$ cat config.mk
export PLATFORM = sky130hd
export DESIGN_NAME = regfile_wr_arbiter
export DESIGN_NICKNAME = d
export VERILOG_FILES = /design/src/rtl/regfile_wr_arbiter.sv
export SDC_FILE = /design/constraint.sdc
export NUM_CORES = 1
export LEC_CHECK = 0
export CORE_ASPECT_RATIO = 1.2
export CORE_MARGIN = 3
export CORE_UTILIZATION = 38
export DETAILED_ROUTE_END_ITERATION = 10
export HOLD_SLACK_MARGIN = 0.02
export PLACE_DENSITY = 0.86
export SETUP_SLACK_MARGIN = 0.05
export SKIP_CTS_REPAIR_TIMING = 1
export SLEW_MARGIN = 5
export SYNTH_ARGS = -nofsm -noshare
export SYNTH_HDL_FRONTEND = slang
export SYNTH_SLANG_ARGS = --single-unit
$ cat constraint.sdc
create_clock -name clk -period 4.44 [get_ports clk]
set_clock_uncertainty 0.1 [all_clocks]
set_input_delay 0.666 -clock clk [delete_from_list [all_inputs] [get_ports clk]]
set_output_delay 0.666 -clock clk [all_outputs]
set_load 0.02 [all_outputs]
$ cat src/rtl/regfile_wr_arbiter.sv
// regfile_wr_arbiter: round-robin arbiter sharing the register file write port among NREQ requesters
module regfile_wr_arbiter #(
    parameter int NREQ = 4,
    parameter int DW   = 16,
    parameter int AW   = 3
) (
    input  logic               clk,
    input  logic               reset_n,
    input  logic [NREQ-1:0]    req,
    input  logic [NREQ*AW-1:0] req_num,
    input  logic [NREQ*DW-1:0] req_data,
    input  logic               stall,
    output logic [NREQ-1:0]    ack,
    output logic               write,
    output logic [AW-1:0]      writenum,
    output logic [DW-1:0]      data_in,
    output logic               busy,
    output logic [1:0]         last_gnt
);
    typedef enum logic {IDLE, WRITE} state_t;
    state_t          state;
    logic [NREQ-1:0] eff;
    logic [1:0]      win, idx;
    logic            found;
    assign eff  = req & ~ack;
    assign busy = (state == WRITE);
    always_comb begin
        win   = last_gnt;
        idx   = last_gnt;
        found = 1'b0;
        for (int i = 1; i <= NREQ; i++) begin
            idx = 2'((int'(last_gnt) + i) % NREQ);
            if (!found && eff[idx]) begin
                win   = idx;
                found = 1'b1;
            end
        end
    end
    always_ff @(posedge clk or negedge reset_n) begin
        if (!reset_n) begin
            state    <= IDLE;
            write    <= 1'b0;
            ack      <= '0;
            writenum <= '0;
            data_in  <= '0;
            last_gnt <= 2'(NREQ - 1);
        end else if (!stall && found) begin
            state    <= WRITE;
            write    <= 1'b1;
            ack      <= NREQ'(1) << win;
            writenum <= req_num[win*AW +: AW];
            data_in  <= req_data[win*DW +: DW];
            last_gnt <= win;
        end else begin
            state <= IDLE;
            write <= 1'b0;
            ack   <= '0;
        end
    end
endmodule

; ---- Yosys cells after proc, flatten, opt, wreduce, memory -nomap -nowiden
; Index checks and enable logic that the tools add are counted.
[op_classes]
addsub = 4
n_reduce_logical = 8
muxes = 18
div = 0
n_shift = 3
magnitude_cmp = 4
bitwise = 2
mul = 1
n_eq_ne = 0
[ops]
columns = operator, count
row1 = variable part select 64 x 7 -> 16 bit, 1
row2 = < comparator 2 x 3 -> 1 bit (second input constant), 4
row3 = variable part select 12 x 5 -> 3 bit, 1
row4 = 2-to-1 mux 1 bit, 9
row5 = binary-select mux 1 bit (select 2 bit), 4
row6 = 2-to-1 mux 2 bit, 4
row7 = adder 2 x 1 -> 2 bit (second input constant), 2
row8 = adder 2 bit (second input constant), 2
row9 = bitwise AND 4 bit, 1
row10 = logical AND 1 bit, 4
row11 = zero test 1 bit, 4
row12 = multiplier 2 x 2 -> 4 bit (second input constant), 1
row13 = 2-to-1 mux 4 bit, 1
row14 = NOT 4 bit, 1
row15 = left shift 1 x 2 -> 4 bit (first input constant), 1
[word_totals]
word_cells = 45
mem_count = 0
mem_bits_rw = 0
mem_bits_ro = 0
ff_bits = 26
latchBits = 0

; ---- Longest topological paths before layout
[depth]
ltp_word = 16
mapped_depth = 7
ltp_nobuf = 5

; ---- Least setup slack after synthesis
; Ideal clock, no wire load.
[synth_timing]
path_kind = input-to-reg
start = in req[1]
end = reg data_in[0]
setup_ps = 138
path_stages = 7
required_time_ps = 4202
arrival_ps = 1672
path_slack_ps = 2530
path_cell_list = nor2b_4 a22oi_1 o211ai_2 buf_6 buf_6 mux2i_1 o221ai_1
[synth_via]
elab_chain_len = 14
word_cells_on_any_way = 25
[synth_lines]
columns = item, line_no
row1 = from (decl), 9  ; input logic [NREQ-1:0] req,
row2 = bitwise AND 4 bit (*), 25  ; assign eff = req & ~ack;
row3 = binary-select mux 1 bit (select 2 bit), 33  ; if (!found && eff[idx]) begin
row4 = 2-to-1 mux 1 bit (not written as such), 33
row5 = 2-to-1 mux 1 bit, 33
row6 = zero test 1 bit, 33
row7 = logical AND 1 bit, 33
row8 = 2-to-1 mux 1 bit, 33
row9 = zero test 1 bit, 33
row10 = logical AND 1 bit, 33
row11 = 2-to-1 mux 1 bit, 33
row12 = zero test 1 bit, 33
row13 = logical AND 1 bit, 33
row14 = 2-to-1 mux 2 bit / 2-to-1 mux 1 bit (equally long branches), 33
row15 = variable part select 64 x 7 -> 16 bit / logical AND 1 bit (equally long branches), "52, 47"
row16 = to (signal assigned), 52  ; data_in <= req_data[win*DW +: DW];
row17 = to (decl), 16  ; output logic [DW-1:0] data_in,
; Every way passes the cells marked *; elsewhere a longest branch is shown, timed or not. The select of a mux whose other input is x is not followed.
; A chain may end at the register's enable or synchronous reset.

; ---- Worst setup path in the final report
[layout_timing]
start = in req[1]
end = reg data_in[10]
; Same word-level chain as after synthesis.

==> summary.md <==
| Metric | Value |
|---|---|
| Last weighted congestion value of the routability-driven placer | 0.7890 |
| Status | finished clean |
| Antenna cell count | 0 |
| Sequential cell area | 653.1 um^2 |
| Area leader, netlist | dfrtp_1 |
| Synth top area cells | dfrtp_1 38%, mux2i_1 24%, o221ai_1 11%, buf_6 4.9%, nand2_1 4.5% |
| Hold Crit Class | flop to flop |
| GRT Util Overall | 19.02% |
| Reg-to-reg endpoint | data_in[10] |
| Die Y-Extent | 77.03 um |
| DRC Markers | 0 |
| Die ar. | 5022 um^2 |
| Fin. Hold Viols | 0 |
| Post-Syn Area | 1598 um^2 |
| Detailed placement HPWL | 3.707 mm |
| Synthesized netlist cell count | 144 |
| RSZ-0062 raised after global routing | no |
| Layout fillers | 351 |
| Final hold slack | 0.3954 ns |
| P_leak | 0.001173 uW |
| Clock-pin transition on the worst setup and hold timing paths | 0.09 ns |
| Num ports | 110 |
| Combinational share of power | 64.5% |
| Num CTS Buffers | 3 |
| CP Capture Type | flop |
| Slew Viols, Final | 0 |
| Crit share post-route | 60.67% |
| Hold depth | 2 |
| Max-Cap Viols | 0 |
| Worst rel slew slack | 49.52% |
| Share of layout cells above drive strength 1 | 6.855% |
| Ys async rst share | 100.0% |
| Post-synth EDFFs | 0 |
| CP Max Fanout | 15 |
| Total grt overflow | 0 |
| Sw frac | 41.25% |
| Reg power frac | 26.8% |
| WL/cell | 15.72 um |
| Syn avg cell area | 11.10 um^2 |
| Count of cell types in the netlist | 28 |
| Reg2Reg Depth | 5 |
| Routed vias | 1550 |
| Layout area overhead | 70.79% |
| Clock Power Share | 8.7% |
| Hold Startpoint | writenum[0] |
| CTS root buffer | clkbuf_8 |
| DRT Pass-1 Iters | 4 |
| Worst EP arrival | 2.71 ns |
| Pwr dens | 584.0 nW/um^2 |
| Top-count cell post-synth | mux2i_1 |
| Finish-stage setup viols | 0 |
| IO buf count | 109 |
| Syn_nets | 227 |
| Worst Path Buf+Inv | 2 |
| Deepest clock path buffer count | 2 |
| Crit path cell chain | clkdlybuf4s50_1 -> nor2b_4 -> a22oi_1 -> o211ai_4 -> buf_4 -> mux2i_1 -> o221ai_1 |
| Setup CP Type | input port to flop |
| Multi-input gate area | 842.1 um^2 |
| Fmax | 0.3712 GHz |
| Commonest cells in the netlist | 38 x mux2i_1, 24 x dfrtp_1, 20 x o221ai_1, 19 x nand2_1, 7 x buf_6 |
| Vias in the first global route | 1632 |
| Ys flop type | dfrtp_1 |
| Reg2reg setup slack | 2.17 ns |
| Sequential share of the synthesized area | 40.88% |
| NetSw | 657.4 uW |
| H-Tree Level Count | 1 |
| Reg-to-Reg Start | last_gnt[1] |
| Yosys reg bits | 26 |
| Worst path top cell family by delay | buffers and inverters |
| Clock Latency Late Sink | 0.27 ns |
| CP max-delay cell | o211ai_4 |
| P_int | 936.3 uW |
| VDD IR-drop max | 0.2794 mV |
| CTS tree | done |
| Largest net degree at the start of global routing | 27 |
| Die width | 65.20 um |
| Initial Util | 39.91% |
| CTS Sinks | 26 |
| Area share of the leading cell type in the synthesized netlist | 37.59% |
| Final nets | 332 |
| Crit path required time | 4.46 ns |
| Initial DRC count | 50 |
| Vias/cell | 5.132 |
| Final TNS setup | 0 ns |
| CP max stage delay | 0.52 ns |
| Slew @ Worst Pin | 0.7572 ns |
| Tmin final | 2.694 ns |
| DRT Wirelength | 4.746 mm |
| Final ANT Viol Nets | 0 |
| Hold path endpoint | writenum[0] |
| Core Area | 4004 um^2 |
| Initial antenna violation count | 0 |
| Crit start category | input port |
| YS warnings | 0 |
| First-pass GRT wire length | 7.603 mm |
| Core Rows | 25 |
-- worst max-delay path by stage --
stage | from | to | cells past startpoint
final | req[1] | data_in[10] | 7
after global routing | req[1] | writenum[2] | 7
after CTS | req[1] | data_in[10] | 7
after detailed placement | req[1] | data_in[8] | 7
after global placement | req[1] | data_in[10] | 7
after floorplan | req[1] | data_in[0] | 7
-- power by group through the flow --
stage / Sequential, uW / Combinational (uW) / Clock (uW)
2_1_floorplan: 554 / 578 / 0
6_report: 426 / 1030 / 139
5_1_grt: 444 / 1110 / 150
3_3_place_gp: 426 / 1020 / 0
3_5_place_dp: 430 / 1040 / 0
4_1_cts: 428 / 1040 / 142
-- sequential cells by signal, indices dropped and copies added, names as in the netlist --
register  count
ack           4
busy          1
data_in      16
last_gnt      2
writenum      3
-- kinds of logic after synthesis --
kind of cell / after synthesis / share of synthesized area, %
multiplexers: 39 / 24.51
AND/OR/NAND/NOR: 34 / 10.96
AO/OA/AOI/OAI: 30 / 16.13
flip-flops: 26 / 40.88
buffers and inverters: 14 / 6.970
XOR/XNOR: 1 / 0.5483
-- through the flow --
| stage | instance area [um^2] | power [uW] | setup WS [ns] | cells | util [%] |
|---|---|---|---|---|---|
| finish | 2729 | 1594 | 1.746 | 302 | 68.16 |
| global route | 2729 | 1699 | 1.601 | 302 | 68.16 |
| CTS | 2729 | 1611 | 1.723 | 302 | 68.16 |
| detailed placement | 2684 | 1471 | 1.435 | 298 | 67.03 |
| global placement | 2684 | 1446 | 1.475 | 298 | 67.03 |
| floorplan | 1598 | 1132 | 2.530 | 144 | - |
-- layer usage --
metal | vias to the layer above | GRT usage (%) | share of wire (%)
met4 | 0 | 6.224 | 1.7
met5 | - | 0 | 0
li1 | 747 | - | -
met1 | 734 | 19.87 | 37
met2 | 61 | 36.98 | 56
met3 | 8 | 3.221 | 5.7
-- final cells by class --
cell class | count | share of cell area (%)
Inverter | 2 | 0.2751
Multi-Input combinational cell | 104 | 30.86
Clock buffer | 4 | 1.651
Timing Repair Buffer | 112 | 40.81
Tap cell | 54 | 2.476
Sequential cell | 26 | 23.93
-- tightest hold or removal path: stages (launching register included) --
cell and delay (ns):
dfrtp_1 0.35, nand2_1 0.05, o221ai_1 0.06
-- placed cells by master (no fill, tap or decap), types with 3 or more instances in the layout --
cell type / Yosys / layout
clkdlybuf4s50_1: 0 / 109
mux2i_1: 38 / 38
dfrtp_1: 24 / 24
o221ai_1: 20 / 20
nand2_1: 19 / 19
nor2_1: 4 / 4
nor2b_1: 3 / 3
clkbuf_8: 0 / 3
buf_4: 1 / 3
Power figures use the tool's default switching activity.
